**src/rtl/rlbp_result_capture.sv**
```systemverilog
// Deserialises the RLBP serial result stream into words, buffers them in a FIFO, drains over Wishbone.
// Latency: a completed word is readable one cycle after its last bit; bus ack one cycle after accept.
// Backpressure: none on the serial side (words pushed into a full FIFO are dropped and flagged); bus is ack-based.
module rlbp_result_capture #(
    parameter int WORD_BITS = 8,
    parameter int DEPTH     = 16,
    localparam int LW       = $clog2(DEPTH) + 1
) (
    input  logic        clk,
    input  logic        rst,
    input  logic        ser_data_i,
    input  logic        ser_en_i,
    input  logic        frame_done_i,
    input  logic        wbs_stb_i,
    input  logic        wbs_cyc_i,
    input  logic        wbs_we_i,
    input  logic [3:0]  wbs_sel_i,
    input  logic [31:0] wbs_adr_i,
    input  logic [31:0] wbs_dat_i,
    output logic        wbs_ack_o,
    output logic [31:0] wbs_dat_o,
    output logic        irq_o
);
    localparam int PW = LW - 1;
    localparam int CW = $clog2(WORD_BITS);

    logic [WORD_BITS-1:0] mem [DEPTH];
    logic [PW-1:0]        wr_ptr, rd_ptr;
    logic [LW-1:0]        level;
    logic [WORD_BITS-1:0] shift;
    logic [CW-1:0]        bit_cnt;
    logic                 enable, irq_frame_en, irq_level_en;
    logic [7:0]           threshold;
    logic                 ovf_sticky, frame_sticky;
    logic                 held;

    logic wb_active, tag_hit, hit_data, hit_stat, hit_ctrl, sel, accept, rd_acc, wr_acc;
    logic fifo_empty, fifo_full, pop, flush;
    logic [31:0] rd_data;

    assign wb_active  = wbs_cyc_i & wbs_stb_i;
    assign tag_hit    = (wbs_adr_i[31:28] == 4'h3);
    assign hit_data   = (wbs_adr_i[7:0] == 8'h80);
    assign hit_stat   = (wbs_adr_i[7:0] == 8'h84);
    assign hit_ctrl   = (wbs_adr_i[7:0] == 8'h88);
    assign sel        = wb_active & tag_hit & (hit_data | hit_stat | hit_ctrl);
    // held blocks re-acceptance while the master keeps stb asserted after its ack
    assign accept     = sel & ~held;
    assign rd_acc     = accept & ~wbs_we_i;
    assign wr_acc     = accept & wbs_we_i;
    assign fifo_empty = (level == '0);
    assign fifo_full  = (level == LW'(DEPTH));
    assign pop        = rd_acc & hit_data & ~fifo_empty;
    assign flush      = wr_acc & hit_ctrl & wbs_sel_i[0] & wbs_dat_i[1];

    logic unused;
    assign unused = ^{wbs_sel_i[3:2], wbs_dat_i[31:16], wbs_dat_i[7:4], wbs_adr_i[27:8]};

    logic                 bit_in, fd_in, push_req, deser_clear, push_ok, drop;
    logic [CW:0]          cnt_inc;
    logic [WORD_BITS-1:0] shift_nx, push_word;

    always_comb begin
        bit_in      = enable & ser_en_i;
        fd_in       = enable & frame_done_i;
        shift_nx    = bit_in ? {shift[WORD_BITS-2:0], ser_data_i} : shift;
        cnt_inc     = {1'b0, bit_cnt} + {{CW{1'b0}}, bit_in};
        push_req    = 1'b0;
        deser_clear = 1'b0;
        push_word   = shift_nx;
        if (cnt_inc == (CW+1)'(WORD_BITS)) begin
            push_req    = 1'b1;
            deser_clear = 1'b1;
        end else if (fd_in && cnt_inc != '0) begin
            // partial word: collected bits sit in the LSBs, move them to the top
            push_req    = 1'b1;
            deser_clear = 1'b1;
            push_word   = shift_nx << (WORD_BITS - int'(cnt_inc));
        end
    end

    assign push_ok = push_req & ~flush & (~fifo_full | pop);
    assign drop    = push_req & ~flush & fifo_full & ~pop;

    always_comb begin
        rd_data = '0;
        if (hit_data && !fifo_empty) begin
            rd_data = {1'b1, {(31-WORD_BITS){1'b0}}, mem[rd_ptr]};
        end else if (hit_stat) begin
            rd_data[0]       = fifo_empty;
            rd_data[1]       = fifo_full;
            rd_data[2]       = ovf_sticky;
            rd_data[3]       = frame_sticky;
            rd_data[4]       = (bit_cnt != '0);
            rd_data[8 +: LW] = level;
        end else if (hit_ctrl) begin
            rd_data = {16'd0, threshold, 4'd0, irq_level_en, irq_frame_en, 1'b0, enable};
        end
    end

    always_ff @(posedge clk) begin
        if (push_ok) begin
            mem[wr_ptr] <= push_word;
        end
    end

    always_ff @(posedge clk) begin
        if (rst) begin
            wbs_ack_o    <= 1'b0;
            wbs_dat_o    <= '0;
            irq_o        <= 1'b0;
            held         <= 1'b0;
            enable       <= 1'b0;
            irq_frame_en <= 1'b0;
            irq_level_en <= 1'b0;
            threshold    <= '0;
            ovf_sticky   <= 1'b0;
            frame_sticky <= 1'b0;
            shift        <= '0;
            bit_cnt      <= '0;
            wr_ptr       <= '0;
            rd_ptr       <= '0;
            level        <= '0;
        end else begin
            wbs_ack_o <= accept;
            if (accept) begin
                wbs_dat_o <= wbs_we_i ? 32'd0 : rd_data;
                held      <= 1'b1;
            end else if (!wb_active) begin
                held <= 1'b0;
            end

            if (wr_acc && hit_ctrl) begin
                if (wbs_sel_i[0]) begin
                    enable       <= wbs_dat_i[0];
                    irq_frame_en <= wbs_dat_i[2];
                    irq_level_en <= wbs_dat_i[3];
                end
                if (wbs_sel_i[1]) begin
                    threshold <= wbs_dat_i[15:8];
                end
            end

            if (drop) begin
                ovf_sticky <= 1'b1;
            end else if (wr_acc && hit_stat && wbs_sel_i[0] && wbs_dat_i[2]) begin
                ovf_sticky <= 1'b0;
            end
            if (fd_in) begin
                frame_sticky <= 1'b1;
            end else if (wr_acc && hit_stat && wbs_sel_i[0] && wbs_dat_i[3]) begin
                frame_sticky <= 1'b0;
            end

            if (flush || deser_clear) begin
                shift   <= '0;
                bit_cnt <= '0;
            end else begin
                shift   <= shift_nx;
                bit_cnt <= cnt_inc[CW-1:0];
            end

            if (flush) begin
                wr_ptr <= '0;
                rd_ptr <= '0;
                level  <= '0;
            end else begin
                if (push_ok) wr_ptr <= wr_ptr + PW'(1);
                if (pop)     rd_ptr <= rd_ptr + PW'(1);
                case ({push_ok, pop})
                    2'b10:   level <= level + LW'(1);
                    2'b01:   level <= level - LW'(1);
                    default: level <= level;
                endcase
            end

            irq_o <= (irq_frame_en & frame_sticky)
                   | (irq_level_en & (threshold != 8'd0) & (16'(level) >= 16'(threshold)))
                   | ovf_sticky;
        end
    end
endmodule

```
**config.mk**
```make
export PLATFORM = sky130hd
export DESIGN_NAME = rlbp_result_capture
export DESIGN_NICKNAME = d
export VERILOG_FILES = /design/src/rtl/rlbp_result_capture.sv
export SDC_FILE = /design/constraint.sdc
export NUM_CORES = 1
export LEC_CHECK = 0
export CORE_MARGIN = 4
export CORE_UTILIZATION = 59
export DETAILED_ROUTE_END_ITERATION = 10
export PLACE_DENSITY = 0.87
export REMOVE_ABC_BUFFERS = 1
export SETUP_SLACK_MARGIN = 0.3
export SLEW_MARGIN = 5
export SYNTH_ARGS = -nofsm -noshare
export SYNTH_HDL_FRONTEND = slang
export SYNTH_SLANG_ARGS = --single-unit
```
**constraint.sdc**
```tcl
create_clock -name clk -period 12.5 [get_ports clk]
set_input_delay 3.75 -clock clk [delete_from_list [all_inputs] [get_ports clk]]
set_output_delay 3.75 -clock clk [all_outputs]
set_load 0.02 [all_outputs]
```
# [Yosys cells after proc, flatten, opt, wreduce, memory -nomap -nowiden]
# Memory sizes are Yosys's and may differ from the RTL's. A register that Yosys moved wholly into a read port is not among the register bits.
# Cells that the tools add are included.
[totals] reg_bits=72 ramBits=128 in_bits=76 out_inout_bits=34 memories=1
[mem_list] name="mem" words=16 word_bits=8 read_ports=1 rd_ports_with_merged_regs=1 write_ports=1 line_no="27" rtl="logic [WORD_BITS-1:0] mem [DEPTH];"
[classes] n_addsub=6 magnitude_cmp=1 eq_ne=9 shift=1 muxes=23 n_bitwise=31 reduce_logical=20
[ops] cell="2-to-1 mux 32 bit" count=2
[ops] cell="left shift 8 x 32 -> 8 bit" count=1
[ops] cell="equality test 8 bit (second input constant)" count=3
[ops] cell="2-to-1 mux 8 bit" count=3
[ops] cell="bitwise AND 1 bit" count=20
[ops] cell="2-to-1 mux 19 bit" count=1
[ops] cell="2-to-1 mux 16 bit" count=1
[ops] cell="2-to-1 mux 1 bit" count=10
[ops] cell="2-to-1 mux 5 bit" count=2
[ops] cell="one-hot mux 5 bit (2 select lines)" count=1
[ops] cell="adder 4 x 1 -> 4 bit (second input constant)" count=2
[ops] cell="greater-or-equal comparator 5 x 8 -> 1 bit" count=1
[ops] cell="2-to-1 mux 4 bit" count=2
[ops] cell="nonzero test 8 bit" count=1
[ops] cell="logical AND 1 bit" count=7
[ops] cell="inverter 1 bit" count=6
[ops] cell="nonzero test 2 bit" count=3
[ops] cell="adder 5 x 1 -> 5 bit (second input constant)" count=1
[ops] cell="equality test 5 bit (second input constant)" count=1
[ops] cell="zero test 5 bit" count=1
[ops] cell="bitwise OR 1 bit" count=5
[ops] cell="subtractor 4 x 4 -> 5 bit (first input constant)" count=1
[ops] cell="subtractor 5 x 1 -> 5 bit (second input constant)" count=1
[ops] cell="adder 3 x 1 -> 4 bit" count=1
[ops] cell="other kinds (12)" count=14

# [Logic depth before layout (Yosys ltp)]
# Gate-level depths: netlist of run 1.
[depth] ltp_word=14 ltp_mapped=17 mapped_depth_nobuf=17

# [Worst setup path after synthesis of run 1]
# OpenSTA, ideal clock, no wires.
[synth_path] path_kind="input-to-reg" from="input port ser_en_i" to="memory mem[0][3], data pin" setup_time_ps=346 t_arrival_ps=7037 required_ps=12154 path_slack_ps=5117 cell_stages=10 n_path_buf=1 path_cell_list="nand2_1 > inv_1 > ha_1 > clkbuf_1 > clkinv_1 > ha_1 > a21oi_1 > inv_1 > or3_1 > o32ai_1"
[synth_via] elab_chain_len=6
[synth_rtl] element="start, declared" line_no="12" rtl="input logic ser_en_i,"
[synth_rtl] element="bitwise AND 1 bit (*)" line_no="64" rtl="bit_in = enable & ser_en_i;"
[synth_rtl] element="adder 3 x 1 -> 4 bit (*)" line_no="67" rtl="cnt_inc = {1'b0, bit_cnt} + {{CW{1'b0}}, bit_in};"
[synth_rtl] element="via cnt_inc[0]" line_no="60" rtl="logic [CW:0] cnt_inc;"
[synth_rtl] element="subtractor 4 x 4 -> 5 bit or nonzero test 4 bit (tied branches)" line_no="78, 74"
[synth_rtl] element="left shift 8 x 32 -> 8 bit or logical AND 1 bit (tied branches)" line_no="78, 74"
[synth_rtl] element="2-to-1 mux 8 bit" line_no="74" rtl="end else if (fd_in && cnt_inc != '0) begin"
[synth_rtl] element="2-to-1 mux 8 bit (*)" line_no="71" rtl="if (cnt_inc == (CW+1)'(WORD_BITS)) begin"
[synth_rtl] element="via push_word[3]" line_no="61" rtl="logic [WORD_BITS-1:0] shift_nx, push_word;"
[synth_rtl] element="end, declared" line_no="27"
# The timed path passes the listed nets; every way through them passes the cells marked *.

# [Worst setup path after layout of run 1]
[layout_path] from="input port ser_en_i" to="memory mem[8][0], data pin"
# The elaborated chain is that of the path after synthesis.

==> results of run 1 <==
==> stage by stage <==
step | total power (uW) | instance area, um^2 | utilization (%)
floorplan | 681 | 8200 | -
global placement | 696 | 8990 | 64.8
detailed placement | 696 | 8990 | 64.8
CTS | 1250 | 9600 | 69.2
global route | 1280 | 9620 | 69.3
finish | 1250 | 9620 | 69.3
==> cell usage after synthesis, types with 4 or more instances <==
library cell  instances
and3_1               12
nand3_1               9
mux4_2               41
nand2b_1              4
dfxtp_1              61
or3_1                 4
nor2_1               52
nor4_1                7
or2_2                 4
clkbuf_1             19
nor2b_1              14
mux2i_1              34
o32ai_1               4
edfxtp_1            128
a22oi_1               5
inv_1                14
nand2_1              46
nor3_1                9
a21oi_1              30
buf_1                 5
o21ai_0              14
buf_4                16
ha_1                 16
==> power by group <==
part           internal, uW  total (uW)  switching (uW)
clock                   335         570             235
combinational          11.1        24.6            13.6
sequential              659         659        0.000832
==> logic make-up (layout without fill, tap and decap cells) <==
kind of cell / after synthesis / count (layout) / synth area share, %
buf+inv: 56 / 104 / 3.25
flops: 189 / 189 / 60.6
xor+xnor: 6 / 6 / 0.629
fa+ha+maj: 17 / 17 / 2.63
compound gates: 80 / 80 / 6.14
simple gates: 184 / 184 / 11.2
other cells: 1 / 15 / 0.0449
mux: 78 / 78 / 15.5
==> registers in the layout (all words and copies together) (netlist names), 3 cells and up, named ones only <==
signal     count
shift          8
rd_ptr         4
bit_cnt        3
threshold      8
wr_ptr         4
mem          128
wbs_dat_o     17
level          5
==> critical path, stage by stage <==
cell             delay (ns)
clkdlybuf4s50_1        0.39
nand2_1                0.36
inv_1                  0.11
ha_1                   0.51
clkinv_1               0.34
ha_1                   0.37
a21oi_1                0.68
inv_1                  0.16
or3_1                  0.45
o31a_1                 0.27
nor2_1                 0.71
==> worst min-delay path by stage <==
stage,from,end,slack [ns],depth (start not counted)
2_1_floorplan,threshold[5]$_SDFFE_PP0P_,wbs_dat_o[13]$_SDFFE_PP0N_,0.44,2
3_3_place_gp,wbs_dat_o[0]$_SDFFE_PP0N_,wbs_dat_o[0]$_SDFFE_PP0N_,0.44,2
3_5_place_dp,wbs_dat_o[0]$_SDFFE_PP0N_,wbs_dat_o[0]$_SDFFE_PP0N_,0.44,2
4_1_cts,wbs_dat_o[0]$_SDFFE_PP0N_,wbs_dat_o[0]$_SDFFE_PP0N_,0.45,2
5_1_grt,wbs_dat_o[0]$_SDFFE_PP0N_,wbs_dat_o[0]$_SDFFE_PP0N_,0.46,2
6_report,wbs_dat_o[0]$_SDFFE_PP0N_,wbs_dat_o[0]$_SDFFE_PP0N_,0.45,2
==> area by class of cell <==
cell class | count | area [um^2] | area share (%)
inverter | 15 | 56.3 | 0.585
timing repair buffer | 59 | 573 | 5.96
clock buffer | 18 | 429 | 4.46
sequential | 189 | 5070 | 52.7
multi-input combinational | 380 | 3090 | 32.1
clock inverter | 12 | 183 | 1.90
tap | 180 | 225 | 2.34
==> routing by layer <==
layer  track usage [%]  vias to the layer above  wire length (um)
met5                 0                        -                 0
met3              5.73                       71              1780
li1                  -                     2404                 -
met4              8.96                        0               574
met1              32.0                     2729              7230
met2              42.3                      356              9860
==> impl_metrics.env, run 1 <==
export IMPL_status="completed"
export IMPL_synth_top_area_share_pct=46.0
export IMPL_final_cell_mix="128 x edfxtp_1, 60 x dfxtp_1, 52 x nor2_1, 52 x clkdlybuf4s50_1, 46 x nand2_1"
export IMPL_arrival_ns=8.11
export IMPL_layout_commonest_cell="edfxtp_1"
export IMPL_via_per_inst=6.52
export IMPL_clockBufferDepth=2
export IMPL_insertion_delay_ns=0.44
export IMPL_dp_cells=822
export IMPL_synthCells=611
export IMPL_period_minus_slack_ns=8.01
export IMPL_hold_viol=0
export IMPL_whs_ns=0.447
export IMPL_fin_skew_ns=0.0107
export IMPL_max_freq_mhz=125
export IMPL_drive_gt1_share_pct=14.0
export IMPL_hpwl_um=12700
export IMPL_cts_setup_buffers=0
export IMPL_synth_top_cell_by_area="edfxtp_1"
export IMPL_cts_sinks=189
export IMPL_grt_max_degree=33
export IMPL_dp_slack_ns=4.21
export IMPL_grt_usage_pct=25.0
export IMPL_nets=755
export IMPL_fin_tns_setup_ns=0
export IMPL_critical_path_startpoint="ser_en_i"
export IMPL_ys_seq_elements=189
export IMPL_reg2reg_depth=10
export IMPL_wl_per_cell_um=22.8
export IMPL_rrSetupSlack_ns=7.80
export IMPL_cts_tree="built"
export IMPL_final_cell_count_no_fill=853
export IMPL_vias=5560
export IMPL_htreeDepth=4
export IMPL_crit_path_end="mem[8][0]$_DFFE_PP_"
export IMPL_drt_pass1_iter_count=8
export IMPL_synth_cell_area_um2=8360
export IMPL_synth_area_leaders="edfxtp_1 46%, dfxtp_1 15%, mux4_2 11%"
export IMPL_cp_max_fo=16
export IMPL_seq_area_frac_synth_pct=60.6
export IMPL_cts_buffers=17
export IMPL_max_cap_violations=0
export IMPL_cts_root_buf="clkbuf_16"
export IMPL_yosys_cell_types_count=60
export IMPL_antenna_found_initial=0
export IMPL_antenna_cells=0
export IMPL_grt_pass1_vias=5599
export IMPL_startpoint_type="input port"
export IMPL_tightestPinTransition_ns=1.15
export IMPL_hp_class="flop to flop"
export IMPL_drt_total_wl_um=19400
export IMPL_vdd_drop_max_v=0.000121
export IMPL_report_final_slew_viol_count=0
export IMPL_grt_pass1_wl_um=30800
export IMPL_slew_headroom_pct=23.2
export IMPL_yosys_warnings=0
export IMPL_num_rows=43
export IMPL_remaining_drc_errors=0
export IMPL_cp_end_kind="flop"
export IMPL_grt_overflow=0
export IMPL_path_clk_slew_ns=0.06
export IMPL_die_h_um=127
export IMPL_critPathRequiredTime_ns=12.60
export IMPL_async_flop_share_pct=0
export IMPL_post_cts_resized=0
export IMPL_fin_crit_sh_pct=64.1
export IMPL_fp_dieArea_um2=16100
export IMPL_area_delta_synth_final_pct=15.1
export IMPL_place_congestion=0.921
export IMPL_finalSetupViolations=0
export IMPL_syn_avg_cell_area_um2=13.7
export IMPL_ant_nets=0
export IMPL_die_x_um=127
export IMPL_rsz0062_at_grt="no"
export IMPL_power_density_nw_per_um2=130
export IMPL_io_pins=110
export IMPL_critPathKind="input port to flop"
export IMPL_core_area_um2=13900
export IMPL_reg2reg_from="enable$_SDFFE_PP0N_"
export IMPL_drt_iter0_drc=785
export IMPL_fillers=884
export IMPL_hold_buffers=0
export IMPL_synth_main_ff_cell="edfxtp_1"
export IMPL_cellLeakagePower_uw=0.00300
export IMPL_start_util_pct=60.2
export IMPL_synth_edf_count=128
export IMPL_numPortBuffers=52
export IMPL_setup_ws_ns=4.49
export IMPL_worstReg2RegEnd="mem[8][0]$_DFFE_PP_"
(Power assumes the default switching activity.)
==> run 2, diff against run 1 <==
CORE_UTILIZATION = 50   (was 59)
PLACE_DENSITY = 0.78   (was 0.87)
clock period = 7.15 ns   (was 12.5 ns; I/O delays follow)
==> impl_metrics.env, run 2 (synthesized netlist as in run 1, its figures left out) <==
export IMPL_wl_per_cell_um=20.3
export IMPL_cts_setup_buffers=0
export IMPL_cts_tree="built"
export IMPL_dp_slack_ns=0.631
export IMPL_reg2reg_from="enable$_SDFFE_PP0N_"
export IMPL_slew_headroom_pct=25.9
export IMPL_fin_area_um2=9670
export IMPL_drt_pass1_iter_count=7
export IMPL_arrival_ns=6.53
export IMPL_whs_ns=0.439
export IMPL_reg2reg_depth=16
export IMPL_hp_start="wbs_dat_o[2]$_SDFFE_PP0N_"
export IMPL_placed_area_um2=9080
export IMPL_rsz0062_at_grt="no"
export IMPL_drive_gt1_share_pct=14.2
export IMPL_die_x_um=137
export IMPL_worstReg2RegEnd="level[4]$_SDFFE_PP0P_"
export IMPL_num_rows=47
export IMPL_vdd_drop_max_v=0.000196
export IMPL_power_density_nw_per_um2=221
export IMPL_crit_path_end="level[4]$_SDFFE_PP0P_"
export IMPL_path_clk_slew_ns=0.07
export IMPL_hold_buffers=0
export IMPL_fin_skew_ns=0.0111
export IMPL_hpwl_um=12300
export IMPL_clockBufferDepth=2
export IMPL_critical_path_startpoint="ser_en_i"
export IMPL_cts_root_buf="clkbuf_16"
export IMPL_insertion_delay_ns=0.43
export IMPL_remaining_drc_errors=0
export IMPL_antenna_cells=0
export IMPL_top_register="mem"
export IMPL_grt_pass1_wl_um=28800
export IMPL_fin_crit_sh_pct=86.3
export IMPL_finalPower_uw=2130
export IMPL_tightestPinTransition_ns=1.11
export IMPL_max_freq_mhz=162
export IMPL_start_util_pct=50.8
export IMPL_period_minus_slack_ns=6.17
export IMPL_cp_end_kind="flop"
export IMPL_htreeDepth=4
export IMPL_drt_total_wl_um=18300
export IMPL_layout_commonest_cell="edfxtp_1"
export IMPL_nets=759
export IMPL_status="completed"
export IMPL_numPortBuffers=52
export IMPL_place_congestion=0.901
export IMPL_report_final_slew_viol_count=0
export IMPL_cts_buffers=17
export IMPL_max_cap_violations=0
export IMPL_grt_max_degree=33
export IMPL_grt_pass1_vias=5217
export IMPL_final_cell_mix="128 x edfxtp_1, 60 x dfxtp_1, 52 x nor2_1, 52 x clkdlybuf4s50_1, 46 x nand2_1"
export IMPL_grt_usage_pct=20.4
export IMPL_cp_max_fo=10
export IMPL_core_area_um2=16500
export IMPL_via_per_inst=5.99
export IMPL_cellLeakagePower_uw=0.00301
export IMPL_post_cts_resized=0
export IMPL_drt_iter0_drc=525
export IMPL_hold_viol=0
export IMPL_area_delta_synth_final_pct=15.7
export IMPL_finalSetupViolations=0
export IMPL_startpoint_type="input port"
export IMPL_setup_ws_ns=0.976
export IMPL_vias=5377
export IMPL_cts_sinks=189
export IMPL_ant_nets=0
export IMPL_io_pins=110
export IMPL_rrSetupSlack_ns=2.67
export IMPL_largest_reg_flops=128
export IMPL_fp_dieArea_um2=18900
export IMPL_critPathRequiredTime_ns=7.51
export IMPL_die_h_um=137
export IMPL_grt_overflow=0
export IMPL_antenna_found_initial=0
export IMPL_reg_top3="mem (128), wbs_dat_o (17)"
export IMPL_fin_tns_setup_ns=0
export IMPL_critPathKind="input port to flop"
export IMPL_hp_class="flop to flop"
==> run 2: cell types whose count changed in the layout (fill, tap and decap cells not counted), sizes merged <==
cell	change
inv	+1
bufinv	-2
clkbuf	+1
clkinv	+1
buf	+4
==> run 2: final cells by class <==
cell class	instances	area, um^2
Sequential cell	189	5070
Fill cell	1249	6800
Inverter	15	56.3
Timing Repair Buffer	63	603
Multi-Input combinational cell	380	3080
Tap cell	220	275
Clock buffer	19	433
Clock inverter	12	159
==> run 2: per-layer routing <==
layer  GRT usage, %  share of wire, %  up-vias
li1               -                 -     2406
met3           4.35               7.4       32
met4           5.49               1.5        0
met1           26.6                40     2683
met2           34.8                51      256
met5              0                 0        -
==> run 2: how the worst min path moves through the flow <==
stage	end	slack (ns)	cells past startpoint
floorplan	wbs_dat_o[13]$_SDFFE_PP0N_	0.44	2
global placement	wbs_dat_o[2]$_SDFFE_PP0N_	0.43	2
detailed placement	wbs_dat_o[2]$_SDFFE_PP0N_	0.43	2
CTS	wbs_dat_o[2]$_SDFFE_PP0N_	0.44	2
global route	wbs_dat_o[2]$_SDFFE_PP0N_	0.47	2
finish	wbs_dat_o[2]$_SDFFE_PP0N_	0.44	2
==> run 2: worst max-delay path: stages <==
cell             delay (ns)
clkdlybuf4s50_1        0.40
nand2_1                0.34
inv_1                  0.09
ha_1                   0.52
clkinv_1               0.33
ha_1                   0.34
nand2_1                0.09
o22ai_1                0.08
a21o_1                 0.25
nor4_2                 0.60
inv_1                  0.14
fa_1                   0.42
nor2b_1                0.16
o21ai_0                0.11
nand2b_1               0.11
mux2i_1                0.22
mux2i_1                0.19
==> run 2: report_power, final <==
part           internal [uW]  switching, uW
combinational           19.4           23.1
clock                    526            414
sequential              1150        0.00136
total                   1700            437
==> run 2: through the flow <==
step	std cells	utilization, %
floorplan	584	-
global placement	867	55.1
detailed placement	867	55.1
CTS	898	58.7
global route	898	58.7
finish	898	58.7
==> run 3, diff against run 2 <==
GPL_ROUTABILITY_DRIVEN = 0   (was default)
==> impl_metrics.env, run 3 (synthesized netlist as in run 1, its figures left out) <==
export IMPL_cp_max_fo=10
export IMPL_vias=5351
export IMPL_reg_top3="mem (128), wbs_dat_o (17)"
export IMPL_area_delta_synth_final_pct=15.9
export IMPL_cts_tree="built"
export IMPL_drt_iter0_drc=491
export IMPL_top_register="mem"
export IMPL_drive_gt1_share_pct=14.6
export IMPL_switching_power_uw=474
export IMPL_hpwl_um=12300
export IMPL_numPortBuffers=52
export IMPL_clockBufferDepth=2
export IMPL_max_freq_mhz=162
export IMPL_finalSetupViolations=0
export IMPL_status="completed"
export IMPL_cpMaxStageDelayCell="nor4_2"
export IMPL_startpoint_type="input port"
export IMPL_path_clk_slew_ns=0.07
export IMPL_fp_dieArea_um2=18900
export IMPL_io_pins=110
export IMPL_cts_buffers=17
export IMPL_swShare_pct=22.0
export IMPL_core_area_um2=16500
export IMPL_tightestPinTransition_ns=1.09
export IMPL_die_h_um=137
export IMPL_period_minus_slack_ns=6.19
export IMPL_grt_pass1_wl_um=29200
export IMPL_power_density_nw_per_um2=222
export IMPL_fin_crit_sh_pct=86.6
export IMPL_worst_path_largest_cell_delay_ns=0.64
export IMPL_grt_usage_pct=20.8
export IMPL_p_int_uw=1680
export IMPL_post_route_util_pct=58.8
export IMPL_vdd_drop_max_v=0.000180
export IMPL_final_cell_mix="128 x edfxtp_1, 60 x dfxtp_1, 52 x nor2_1, 52 x clkdlybuf4s50_1, 46 x nand2_1"
export IMPL_layout_commonest_cell="edfxtp_1"
export IMPL_slew_headroom_pct=27.2
export IMPL_path_cells="clkdlybuf4s50_1 -> nand2_1 -> inv_1 -> ha_1 -> clkinv_1 -> ha_1 -> nand2_1 -> o22ai_1 -> a21o_1 -> nor4_2 -> inv_1 -> fa_1 -> nor2b_1 -> o21ai_0 -> nand2b_1 -> mux2i_1 -> mux2i_1"
export IMPL_rsz0062_at_grt="no"
export IMPL_cts_setup_buffers=0
export IMPL_die_x_um=137
export IMPL_drt_total_wl_um=18600
export IMPL_max_cap_violations=0
export IMPL_antenna_found_initial=0
export IMPL_antenna_cells=0
export IMPL_largest_reg_flops=128
export IMPL_remaining_drc_errors=0
export IMPL_ant_nets=0
export IMPL_fin_tns_setup_ns=0
export IMPL_hold_viol=0
export IMPL_combPwrFrac_pct=2.0
export IMPL_critPathKind="input port to flop"
export IMPL_hold_buffers=0
export IMPL_whs_ns=0.455
export IMPL_wl_per_cell_um=20.7
export IMPL_cellLeakagePower_uw=0.00303
export IMPL_critPathRequiredTime_ns=7.52
export IMPL_grt_overflow=0
export IMPL_p_clk_share_pct=44.5
export IMPL_htreeDepth=4
export IMPL_num_rows=47
export IMPL_report_final_slew_viol_count=0
export IMPL_hp_class="flop to flop"
export IMPL_insertion_delay_ns=0.44
export IMPL_crit_buf_inv=4
export IMPL_arrival_ns=6.55
export IMPL_seqPwrFrac_pct=53.5
export IMPL_start_util_pct=50.8
export IMPL_cpLargestDelayFamily="simple AND/OR/NAND/NOR gates"
export IMPL_grt_max_degree=33
export IMPL_cts_sinks=189
export IMPL_grt_pass1_vias=5267
export IMPL_fin_skew_ns=0.00835
export IMPL_drt_pass1_iter_count=6
export IMPL_via_per_inst=5.95
export IMPL_nets=759
export IMPL_post_cts_resized=0
export IMPL_cp_end_kind="flop"
export IMPL_cts_root_buf="clkbuf_16"
## run 3: cell count changes in the layout (fill, tap and decap cells not counted)
cell / change
inv_12: +1
inv_6: +4
clkbuf_1: -2
clkinv_8: +2
bufinv_16: -1
clkinv_2: +1
clkinv_4: -1
clkinvlp_4: -3
## run 3: final timing paths
check | from | endpoint | slack, ns | cells after the start
worst max register to register | enable$_SDFFE_PP0N_ | level[4]$_SDFFE_PP0P_ | 2.64 | 16
worst max-delay path | ser_en_i | level[4]$_SDFFE_PP0P_ | 0.96 | 17
worst min register to register | wbs_dat_o[2]$_SDFFE_PP0N_ | wbs_dat_o[2]$_SDFFE_PP0N_ | 0.45 | 2
worst min-delay path | wbs_dat_o[2]$_SDFFE_PP0N_ | wbs_dat_o[2]$_SDFFE_PP0N_ | 0.45 | 2
## run 3: metal layers
| metal | track usage [%] | wire [um] |
|---|---|---|
| met1 | 26.6 | 7490 |
| met2 | 35.1 | 9570 |
| met3 | 4.82 | 1130 |
| met4 | 6.76 | 365 |
| met5 | 0 | 0 |
## run 3: metrics by stage
step	total power, uW	setup slack (ns)	cell area, um^2	cells
finish	2150	0.961	9690	899
CTS	2170	1.02	9690	899
global placement	1220	0.760	9080	867
detailed placement	1220	0.563	9080	867
global route	2210	0.601	9690	899
floorplan	1190	1.53	8200	584
## run 3: tightest hold or removal path: stages, from the launching register on
cell and delay [ns]:
dfxtp_1 0.32, nand2_1 0.05, nand2_1 0.04
## run 3: cell type report
type	count	area [um^2]
clock buffer	17	425
clock inverter	15	186
fill	1276	6780
inverter	15	56.3
multi-input combinational	380	3080
sequential	189	5070
tap	220	275
timing repair buffer	63	603
## run 3: power groups by stage
stage	sequential, uW	combinational [uW]	clock (uW)
after floorplan	1180	14.7	0
after global placement	1180	40.8	0
after detailed placement	1180	41.8	0
after CTS	1150	42.1	975
after global routing	1150	45.7	1020
final	1150	42.6	957
